File: config.mk
export PLATFORM = sky130hd
export DESIGN_NAME = nano_io_port
export DESIGN_NICKNAME = d
export VERILOG_FILES = /design/src/rtl/nano_pkg.sv /design/src/rtl/nano_io_fifo.sv /design/src/rtl/nano_io_port.sv
export SDC_FILE = /design/constraint.sdc
export NUM_CORES = 1
export LEC_CHECK = 0
export CORE_MARGIN = 5
export CORE_UTILIZATION = 49
export DETAILED_ROUTE_END_ITERATION = 7
export PLACE_DENSITY = 0.79
export SETUP_SLACK_MARGIN = 0.15
export SLEW_MARGIN = 20
export SYNTH_ARGS = -nofsm -noshare
export SYNTH_HDL_FRONTEND = slang
export SYNTH_SLANG_ARGS = --single-unit
File: constraint.sdc
create_clock -name clk -period 2.2 [get_ports clk]
set_input_delay 0.33 -clock clk [delete_from_list [all_inputs] [get_ports clk]]
set_output_delay 0.33 -clock clk [all_outputs]
set_load 0.05 [all_outputs]
File: src/rtl/nano_pkg.sv
// Shared Nano core definitions: I/O opcodes and the default datapath width.
// Imported by the controller and by the I/O peripheral.
package nano_pkg;

    localparam int NANO_DW = 8;

    typedef enum logic [3:0] {
        opINPUT  = 4'hE,
        opOUTPUT = 4'hF
    } nano_io_op_t;

endpackage

File: src/rtl/nano_io_fifo.sv
// Show-ahead output FIFO for the Nano I/O port.
// Tracks occupancy, full status and a sticky overflow flag for dropped pushes.
module nano_io_fifo
    import nano_pkg::*;
#(
    parameter int DW    = NANO_DW,
    parameter int DEPTH = 4,
    parameter int AW    = 2
)
(
    input  logic          clk,
    input  logic          rst,
    input  logic          push,
    input  logic [DW-1:0] push_data,
    input  logic          pop_ready,
    input  logic          flag_clr,
    output logic [DW-1:0] head,
    output logic          valid,
    output logic [AW:0]   count,
    output logic          full,
    output logic          overflow
);

    localparam logic [AW:0] FULL_COUNT = (AW+1)'(DEPTH);

    logic [DW-1:0] mem [DEPTH];
    logic [AW-1:0] rd_ptr;
    logic [AW-1:0] wr_ptr;
    logic          pop;
    logic          push_ok;
    logic          drop;

    assign valid   = (count != '0);
    assign full    = (count == FULL_COUNT);
    assign pop     = valid & pop_ready;
    assign push_ok = push & (~full | pop);
    assign drop    = push & ~push_ok;
    assign head    = mem[rd_ptr];

    // Storage needs no reset; only the pointers decide what is visible.
    always_ff @(posedge clk) begin
        if (push_ok) begin
            mem[wr_ptr] <= push_data;
        end
    end

    always_ff @(posedge clk or negedge rst) begin
        if (!rst) begin
            rd_ptr <= '0;
            wr_ptr <= '0;
            count  <= '0;
        end else begin
            if (push_ok) begin
                wr_ptr <= wr_ptr + AW'(1);
            end
            if (pop) begin
                rd_ptr <= rd_ptr + AW'(1);
            end
            case ({push_ok, pop})
                2'b10:   count <= count + (AW+1)'(1);
                2'b01:   count <= count - (AW+1)'(1);
                default: count <= count;
            endcase
        end
    end

    // A dropped push in the same cycle as a clear leaves the flag set.
    always_ff @(posedge clk or negedge rst) begin
        if (!rst) begin
            overflow <= 1'b0;
        end else if (drop) begin
            overflow <= 1'b1;
        end else if (flag_clr) begin
            overflow <= 1'b0;
        end
    end

endmodule

File: src/rtl/nano_io_port.sv
// Nano core I/O peripheral: output FIFO toward the board consumer and a
// single-byte input holding register fed by the board producer.
module nano_io_port
    import nano_pkg::*;
#(
    parameter int DW    = NANO_DW,
    parameter int DEPTH = 4,
    parameter int AW    = 2
)
(
    input  logic          clk,
    input  logic          rst,
    input  logic          ld_output,
    input  logic [DW-1:0] out_value,
    output logic [DW-1:0] ext_out_data,
    output logic          ext_out_valid,
    input  logic          ext_out_ready,
    output logic [AW:0]   out_count,
    output logic          out_full,
    output logic          out_overflow,
    input  logic          rd_input,
    output logic [DW-1:0] in_value,
    output logic          in_avail,
    input  logic [DW-1:0] ext_in_data,
    input  logic          ext_in_valid,
    output logic          ext_in_ready,
    output logic          in_underflow,
    input  logic          flag_clr
);

    logic accept;
    logic underflow_set;

    nano_io_fifo #(
        .DW    (DW),
        .DEPTH (DEPTH),
        .AW    (AW)
    ) u_fifo (
        .clk       (clk),
        .rst       (rst),
        .push      (ld_output),
        .push_data (out_value),
        .pop_ready (ext_out_ready),
        .flag_clr  (flag_clr),
        .head      (ext_out_data),
        .valid     (ext_out_valid),
        .count     (out_count),
        .full      (out_full),
        .overflow  (out_overflow)
    );

    // Ready depends only on the holding register, never on rd_input.
    assign ext_in_ready  = ~in_avail;
    assign accept        = ext_in_valid & ext_in_ready;
    assign underflow_set = rd_input & ~in_avail;

    // A read drops in_avail but keeps the byte visible on in_value.
    always_ff @(posedge clk or negedge rst) begin
        if (!rst) begin
            in_value <= '0;
            in_avail <= 1'b0;
        end else if (accept) begin
            in_value <= ext_in_data;
            in_avail <= 1'b1;
        end else if (rd_input) begin
            in_avail <= 1'b0;
        end
    end

    always_ff @(posedge clk or negedge rst) begin
        if (!rst) begin
            in_underflow <= 1'b0;
        end else if (underflow_set) begin
            in_underflow <= 1'b1;
        end else if (flag_clr) begin
            in_underflow <= 1'b0;
        end
    end

endmodule

==> flow_metrics.tcl <==
set metrics [dict create \
    cts_made_buffers 5 \
    die_w_um 75.5 \
    portBuffers 47 \
    area_delta_synth_final_pct 35.5 \
    reg2reg_from "u_fifo.count[2]" \
    setup_ws_ns 0.212 \
    synth_nets 148 \
    crit_type "register to output pin" \
    status "completed" \
    syn_inst 120 \
    synth.avg_cell_area_um2 17.5 \
    power.total_uw 4030 \
    cpLargestDelayFamily "buffers and inverters" \
    synth.area.mux_share_pct 13.9 \
    final_common_cell "clkdlybuf4s50_1" \
    cts.clk_slew.worst_paths_ns 0.08 \
    start_kind "register" \
    p_sw_share_pct 39.4 \
    met3_usage_pct 4.22 \
    diodes 0 \
    finalNonFillerCells 238 \
    pwr-share-clk_pct 15.1 \
    seq_area_frac_synth_pct 67.1 \
    dpl.cell_count 220 \
    drcViolationCount 0 \
    p_int_uw 2440 \
    slew_violations 0 \
    fin_nets 215 \
    routabilityCongestion 0.873 \
    yosysWarnings 0 \
    vias 1247 \
    peakVddDrop_mv 1.08 \
    wl_per_cell_um 17.2 \
    critical_path_peak_fanout 8 \
    hold_class "primary input to async pin" \
    cts_tree "done" \
    p_comb_share_pct 50.2 \
    reg2reg_to "u_fifo.count[1]" \
    p_seq_share_pct 34.7 \
    critical_path_required_ns 1.87 \
    clockRootBuffer "clkbuf_8" \
    period_share_pct 90.4 \
    hold_viol_final 0 \
    synth-edff-count 32 \
    synth_compound_area_share_pct 4.29 \
    grt_antenna_before_repair 0 \
    endpoint_kind "output pin" \
    syn-cell-area_um2 2100 \
    multi_input_area_um2 636 \
    top_usage_layer "met2" \
    clock-sinks 50 \
    fmax_mhz 503 \
    reg2reg_depth 6 \
    p_switching_uw 1590 \
    synthSimpleGateAreaFrac_pct 5.60 \
    critPathSlowestCell "clkdlybuf4s50_1" \
    ys.flop_type "edfxtp_1" \
    start_util_pct 51.4 \
    drt_iter0_markers 70 \
    power_density_nw_per_um2 1410 \
    setup_viol 0 \
    worst_pin_slew_ns 0.534 \
    cts_hold_buffers 0 \
    synth.distinct_cells 37 \
    rrSetupSlack_ns 0.23 \
    dr.pass1.iters 4 \
    core_um2 4090 \
    routed_via_density 5.24 \
    cpPeakStageDelay_ns 0.79 \
    rsz0062_at_grt "yes" \
    gr-total-overflow 0 \
    grt_max_degree 19 \
    ios 48 \
    wirelength_um 4100 \
    row_count 23 \
    n_fill_cell 265 \
    ant_nets 0 \
    met2_usage_pct 26.9 \
    synth_top_family_by_area "multiplexers" \
    cts_max_level 2 \
    grt_pass1_vias 1266 \
    post-route-min-period_ns 1.99 \
    dieArea_um2 5700 \
    max_cap_viol_count 0 \
    grt_first_pass_wirelength_um 6290 \
    ys_ff_latch 50 \
    crit_arrival_ns 1.66 \
    synthXorXnorAreaFrac_pct 2.50 \
    cp_cell_sequence "buf_4, clkdlybuf4s50_1" \
    grt_use_met1_pct 18.6 \
    place_ws_ns -0.0696 \
    final_cell_mix "36 x clkdlybuf4s50_1, 32 x edfxtp_1, 29 x buf_4" \
    die_y_um 75.5 \
    tns_ns 0 \
    post-dp-hpwl_um 2960 \
    finalClockSkew_ns 0.00220 \
    track_usage_pct 15.3 \
    cts_max_path_buffers 2 \
    async_reset_ff_share_pct 36.0 \
    cp_num_buf_inv 2 \
    seqCellArea_um2 1420 \
    synthAdderAreaFrac_pct 3.33 \
    power.leakage_uw 0.00112 \
    insertion_delay_ns 0.29 \
    drive_gt1_share_pct 31.9 \
    slew_headroom_pct 64.3 \
]
synth_stat cells, drive strengths merged (2+ instances only):
library cell	count	area [um^2]
and2	4	25.0
mux2	9	101
xnor2	2	17.5
dfrtp	18	450
edfxtp	32	961
ha	4	50.1
inv	8	30.0
mux4	8	180
nor2b	3	21.3
xor2	4	35.0
buf	6	35.0
flip-flops by register name, indices dropped and copies added (netlist names):
| name | flops |
|---|---|
| in_avail | 1 |
| in_underflow | 1 |
| in_value | 8 |
| u_fifo.count | 3 |
| u_fifo.mem | 32 |
| u_fifo.overflow | 1 |
| u_fifo.rd_ptr | 2 |
| u_fifo.wr_ptr | 2 |
worst reg2reg max path, cell delays in order (launching register included):
cell      delay [ns]
dfrtp_2         0.44
o31a_1          0.31
or2b_1          0.18
fa_1            0.43
o21ba_4         0.24
o211ai_1        0.10
a22oi_1         0.18
worst max-delay path by stage:
stage / slack (ns) / from / end / cells after the start
finish: 0.21 / u_fifo.count[0] / out_count[0] / 2
global route: 0.14 / u_fifo.count[0] / u_fifo.count[1] / 6
CTS: 0.19 / u_fifo.count[2] / u_fifo.count[1] / 6
detailed placement: -0.07 / ext_out_ready / u_fifo.count[1] / 7
global placement: 0.02 / ext_out_ready / u_fifo.count[1] / 7
floorplan: 0.06 / u_fifo.count[2] / u_fifo.count[1] / 7
layout make-up:
| class | instances | area share (%) |
|---|---|---|
| sequential | 50 | 49.7 |
| tap | 50 | 2.20 |
| multi-input combinational | 55 | 22.3 |
| inverter | 8 | 1.05 |
| clock buffer | 7 | 2.68 |
| timing repair buffer | 67 | 21.0 |
| clock inverter | 1 | 1.05 |
power by group through the flow:
stage,logic (uW),clock network (uW),registers [uW]
floorplan,1130,0,1600
global placement,1790,0,1430
detailed placement,1850,0,1450
CTS,1840,630,1430
global route,2140,671,1430
finish,2020,609,1400
cell families (layout without fill, tap and decap cells):
family,after synthesis,count (layout)
and+or+nand+nor,16,16
xor gates and xnor gates,6,6
buffers and inverters,15,83
AOI/OAI and AO/OA,10,10
adders and majority gates,5,5
DFF,50,50
muxes,18,18
stage by stage:
stage | area, um^2 | util (%) | hold WS (ns)
final | 2850 | 69.7 | 0.355
after CTS | 2770 | 67.7 | 0.354
after detailed placement | 2660 | 65.1 | 0.486
after global placement | 2660 | 65.1 | 0.476
after floorplan | 2120 | - | 0.0344
after global routing | 2850 | 69.7 | 0.393
per-layer routing:
metal	vias to the layer above	share of wire, %
met4	0	0.85
met1	631	38
met3	4	5.6
met5	-	0
li1	579	-
met2	33	56
what timing repair did:
item,4_1_cts,5_1_grt
resized for setup,1,2
endpoints found under the setup margin,1,1
setup buffers,0,10
pin swaps,0,3
cloned,0,0
Note: power is estimated with default switching activity, not from simulation.
